[config.mk]
export PLATFORM = sky130hd
export DESIGN_NAME = clk_period_meter
export DESIGN_NICKNAME = d
export VERILOG_FILES = /design/src/rtl/clk_period_meter.sv
export SDC_FILE = /design/constraint.sdc
export NUM_CORES = 1
export LEC_CHECK = 0
export CAP_MARGIN = 20
export CORE_MARGIN = 3
export CORE_UTILIZATION = 29
export DETAILED_ROUTE_END_ITERATION = 8
export SYNTH_ARGS = -nofsm -noshare
export SYNTH_HDL_FRONTEND = slang
export SYNTH_SLANG_ARGS = --single-unit
[constraint.sdc]
create_clock -name clk -period 4.4 [get_ports clk]
set_clock_uncertainty 0.1 [all_clocks]
set_input_delay 0.88 -clock clk [delete_from_list [all_inputs] [get_ports clk]]
set_output_delay 0.88 -clock clk [all_outputs]
set_load 0.005 [all_outputs]
[src/rtl/clk_period_meter.sv]
// -----------------------------------------------------------------------------
// clk_period_meter
//
// Measures a slow clock-like signal that is asynchronous to clk, for example
// the output of a clock divider. For each completed cycle of sig_in the block
// reports the period and the high time, both counted in clk cycles, and pulses
// valid for one cycle. If no rising edge arrives within TIMEOUT cycles, the
// sticky timeout flag is raised and the block re-arms.
//
// Parameters
//   CNT_W    width of the cycle counter and of period/high_time
//   TIMEOUT  cycles without a rising edge before timeout (2 .. 2^CNT_W-1)
//
// Ports
//   clk        system clock
//   reset      asynchronous, active-high reset
//   en         measurement enable (synchronous, level-sensitive)
//   sig_in     measured signal, asynchronous to clk
//   period     clk cycles between the last two detected rising edges
//   high_time  clk cycles sig_in was high within that period
//   valid      one-cycle pulse when period/high_time update
//   timeout    sticky: no rising edge within TIMEOUT cycles
//   busy       high while armed or measuring
// -----------------------------------------------------------------------------
module clk_period_meter #(
    parameter int CNT_W   = 28,
    parameter int TIMEOUT = 100000000
) (
    input  logic             clk,
    input  logic             reset,
    input  logic             en,
    input  logic             sig_in,
    output logic [CNT_W-1:0] period,
    output logic [CNT_W-1:0] high_time,
    output logic             valid,
    output logic             timeout,
    output logic             busy
);

    localparam logic [CNT_W-1:0] TIMEOUT_C = CNT_W'(TIMEOUT);

    typedef enum logic [1:0] {
        IDLE,
        ARM,
        MEASURE
    } state_t;

    state_t           state;
    state_t           next_state;

    logic             s1;
    logic             s2;
    logic             s3;
    logic             rise;
    logic             fall;

    logic [CNT_W-1:0] cnt;
    logic [CNT_W-1:0] cnt_inc;
    logic [CNT_W-1:0] hcap;
    logic             at_limit;
    logic             do_meas;

    // s1/s2 resolve metastability; s3 is the delayed copy used for edge
    // detection. Every edge is seen with the same latency, so it cancels
    // out of the measured differences.
    // NOTE: sequential state uses non-blocking assignments so every flop
    // samples the values from before the clock edge.
    always_ff @(posedge clk or posedge reset) begin
        if (reset) begin
            s1 <= 1'b0;
            s2 <= 1'b0;
            s3 <= 1'b0;
        end else begin
            s1 <= sig_in;
            s2 <= s1;
            s3 <= s2;
        end
    end

    assign rise     = s2 & ~s3;
    assign fall     = ~s2 & s3;
    assign cnt_inc  = cnt + 1'b1;
    assign at_limit = (cnt_inc == TIMEOUT_C);
    // A rise always wins over a simultaneous timeout threshold.
    assign do_meas  = en && (state == MEASURE) && rise;

    always_ff @(posedge clk or posedge reset) begin
        if (reset) begin
            state <= IDLE;
        end else begin
            state <= next_state;
        end
    end

    // NOTE: every signal assigned in always_comb gets a default first so that
    // no path leaves it unassigned, which would infer a latch.
    always_comb begin
        next_state = state;
        if (!en) begin
            next_state = IDLE;
        end else begin
            case (state)
                IDLE:    next_state = ARM;
                ARM:     if (rise) next_state = MEASURE;
                MEASURE: if (!rise && at_limit) next_state = ARM;
                default: next_state = IDLE;
            endcase
        end
    end

    always_ff @(posedge clk or posedge reset) begin
        if (reset) begin
            cnt       <= '0;
            hcap      <= '0;
            period    <= '0;
            high_time <= '0;
            valid     <= 1'b0;
            timeout   <= 1'b0;
            busy      <= 1'b0;
        end else begin
            valid <= do_meas;
            busy  <= (next_state != IDLE);

            if (!en) begin
                // Disabling aborts the measurement; results are kept.
                cnt     <= '0;
                hcap    <= '0;
                timeout <= 1'b0;
            end else if (state == MEASURE) begin
                if (rise) begin
                    period    <= cnt_inc;
                    high_time <= hcap;
                    timeout   <= 1'b0;
                    cnt       <= '0;
                end else if (at_limit) begin
                    timeout <= 1'b1;
                    cnt     <= '0;
                end else begin
                    cnt <= cnt_inc;
                end
                // fall and rise are mutually exclusive, so this never
                // collides with the capture above.
                if (fall) begin
                    hcap <= cnt_inc;
                end
            end else begin
                // IDLE and ARM keep the counter parked at zero; the first
                // rise in ARM starts counting from here.
                cnt <= '0;
            end
        end
    end

endmodule

==> reports/metrics.csv <==
metric,value,unit
Synth Cell Area,5175,µm²
final number of hold-violating endpoints,0,
layout net count,526,
"Primary FF master, synth",dfrtp_1,
CTS tree,yes,
CTS Buf Count,17,
number of setup buffers added after CTS,0,
htree depth,4,
DP HPWL,8020,µm
Die X-Extent,139.6,µm
Synth Register Bits,120,
outcome,"complete, no violations",
pwr dens,446.4,nW/µm²
DRC viols,0,
Synth cell types,49,
io pins,63,
clk slew on worst S/H paths,0.05,ns
clk buf depth,2,
Post-Route WL,11890,µm
RSZ-0062 raised after global routing,no,
final worst path period need,3.824,ns
syn nets,465,
DIE AREA,19480,µm²
"Slew Viols, Final",0,
clock latency at the later pin of the worst-skew pair,0.41,ns
initial antenna violation count,0,
Max-cap violations,0,
Relative slew margins,0.3174,
diode count,0,
GPL Wtd Cong,0.8976,
DRT iter0 DRCs,161,
GRT Resource Usage Total,0.1306,
CP required,4.58,ns
Final Core Density,0.3839,
Tightest Pin Transition,1.024,ns
Root Driver,clkbuf_16,
critical path class,flop to flop,
CP Max Fanout,10,
Layout area overhead,28.77,%
largest vdd supply drop,0.2619,mV
fraction of registers with async set/reset,1.000,
Hold Crit Class,flop to flop,
count of final setup violators,0,
global-route wire length before repair,20170,µm
share of layout cells above drive strength 1,0.1617,
sequential-to-total area share from yosys stat,0.5803,
Vias/cell,4.836,
Chip Height,139.6,µm
largest net degree at the start of global routing,64,
min-delay src,s1,
vias,3661,
Cells after Synth,459,
post-CTS sizing,0,
Cell Rows,48,
r2r startpoint,cnt[0],
Leak Pwr,2.743,nW
Crit. End Element,flop,
total grt overflow,0,
setup_tns,0,ns
Peak Freq,261.5,MHz
"Hold-fix buffers, CTS",0,
vias in the first global route,3710,
clock tree sinks,120,
first-pass detailed-route iteration total,4,
WL/cell,15.71,µm
"Avg Cell Area, Syn",11.27,µm²
fin crit share,0.8691,
Hold Worst Slack,0.2460,ns
Syn. warnings,0,
post-route ant nets,0,
core area,17360,µm²
Starting Density,0.2982,
Worst Setup SP,cnt[0],
port buffer count,62,
WP data arrival,4.01,ns
"EDFF count, synth",0,
CP Launch Type,flop,
[cell usage in the layout, fill, tap and decap left out, drive strengths merged, types with 10 or more instances in the layout]
| cell | n |
|---|---|
| a211oi | 28 |
| xor2 | 11 |
| xnor2 | 12 |
| dfrtp | 120 |
| clkdlybuf4s50 | 62 |
| nand2 | 16 |
| a21oi | 33 |
| nor2 | 66 |
| nand3 | 10 |
| nor3 | 34 |
| mux2 | 29 |
| clkbuf | 24 |
[flip-flops by register name, indices dropped and copies added, names as in the netlist]
| signal | cells |
|---|---|
| timeout | 1 |
| hcap | 28 |
| s3 | 1 |
| cnt | 28 |
| state | 2 |
| valid | 1 |
| s2 | 1 |
| high_time | 28 |
| period | 28 |
| busy | 1 |
| s1 | 1 |
[worst max-delay path, cell delays in order (launching register included)]
cell and delay [ns]:
dfrtp_1 0.45, ha_1 0.37, nand4_1 0.20, or3_1 0.44, or3_1 0.39, a211oi_1 0.29, or4bb_1 0.48, a2111oi_4 0.61
buf_4 0.30, nor3_1 0.07
[through the flow]
step | cells | setup WS [ns] | cell area [µm²] | power, mW
global placement | 726 | 0.6559 | 6015 | 1.492
global route | 757 | 0.3570 | 6664 | 3.117
finish | 757 | 0.5761 | 6664 | 2.975
floorplan | 459 | 0.2342 | 5175 | 1.326
CTS | 757 | 0.5704 | 6664 | 3.027
detailed placement | 726 | 0.5889 | 6015 | 1.497
[power by group]
group / internal, mW / switching, mW / total, mW / leakage [nW]
clock network: 1.03 / 0.471 / 1.50 / 0.318
logic: 0.151 / 0.102 / 0.253 / 0.789
registers: 1.18 / 0.0415 / 1.22 / 1.64
[cells by family (layout without fill, tap and decap cells)]
kind of cell	Yosys count	count (layout)	synth area share
compound gates	77	77	0.1008
mux	33	33	0.07084
flops	120	120	0.5803
fa+ha+maj	2	2	0.004835
simple gates	170	170	0.1705
buf+inv	34	107	0.03385
xor+xnor	23	23	0.03893
[worst paths after layout]
| path | end | slack, ns | depth (start not counted) |
|---|---|---|---|
| max | cnt[9] | 0.58 | 9 |
| min | s2 | 0.25 | 0 |
| max reg2reg | cnt[9] | 0.58 | 9 |
| min reg2reg | s2 | 0.25 | 0 |
| max in group asynchronous | cnt[19] | 2.55 | 3 |
| min in group asynchronous | hcap[8] | 0.86 | 2 |
[synth_stat cells (2+ instances only)]
master     number  share of area
a2111oi_0       2         0.0034
a211oi_1       28          0.041
a21oi_1        33          0.032
a311oi_1        2         0.0034
and2_1          4         0.0048
and3_1          4         0.0048
and3b_1         2         0.0034
and4_1          2         0.0034
buf_1           5         0.0036
buf_6           5          0.011
clkbuf_1       16          0.012
dfrtp_1       120           0.58
ha_1            2         0.0048
inv_1           6         0.0044
mux2_2         29          0.063
mux2i_1         4         0.0077
nand2_1        16          0.012
nand3_1         9         0.0087
nand4_1         7         0.0085
nor2_1         66          0.048
nor2b_1         4         0.0048
nor3_1         27          0.026
nor3_2          7          0.014
nor3b_1         2         0.0029
nor4_1          6         0.0073
o21ai_0         3         0.0029
or3_1           3         0.0036
or3_2           2         0.0029
or4_1           2         0.0029
xnor2_1        12          0.020
xor2_1         11          0.019
[routing by layer]
| metal | routed length, µm | track usage |
|---|---|---|
| met2 | 5395 | 0.1995 |
| met5 | 0 | 0 |
| met4 | 189 | 0.04539 |
| met3 | 658 | 0.04158 |
| met1 | 5647 | 0.1761 |
[layout make-up]
class                      count  area [µm²]
multi-input combinational    305        1999
clock buffer                  24       511.7
tap                          225       281.5
timing repair buffer          70       705.7
fill                        1670       10690
clock inverter                 7       137.6
inverter                       6       25.02
sequential                   120        3003
No activity file was read; power rests on OpenSTA's default activity.
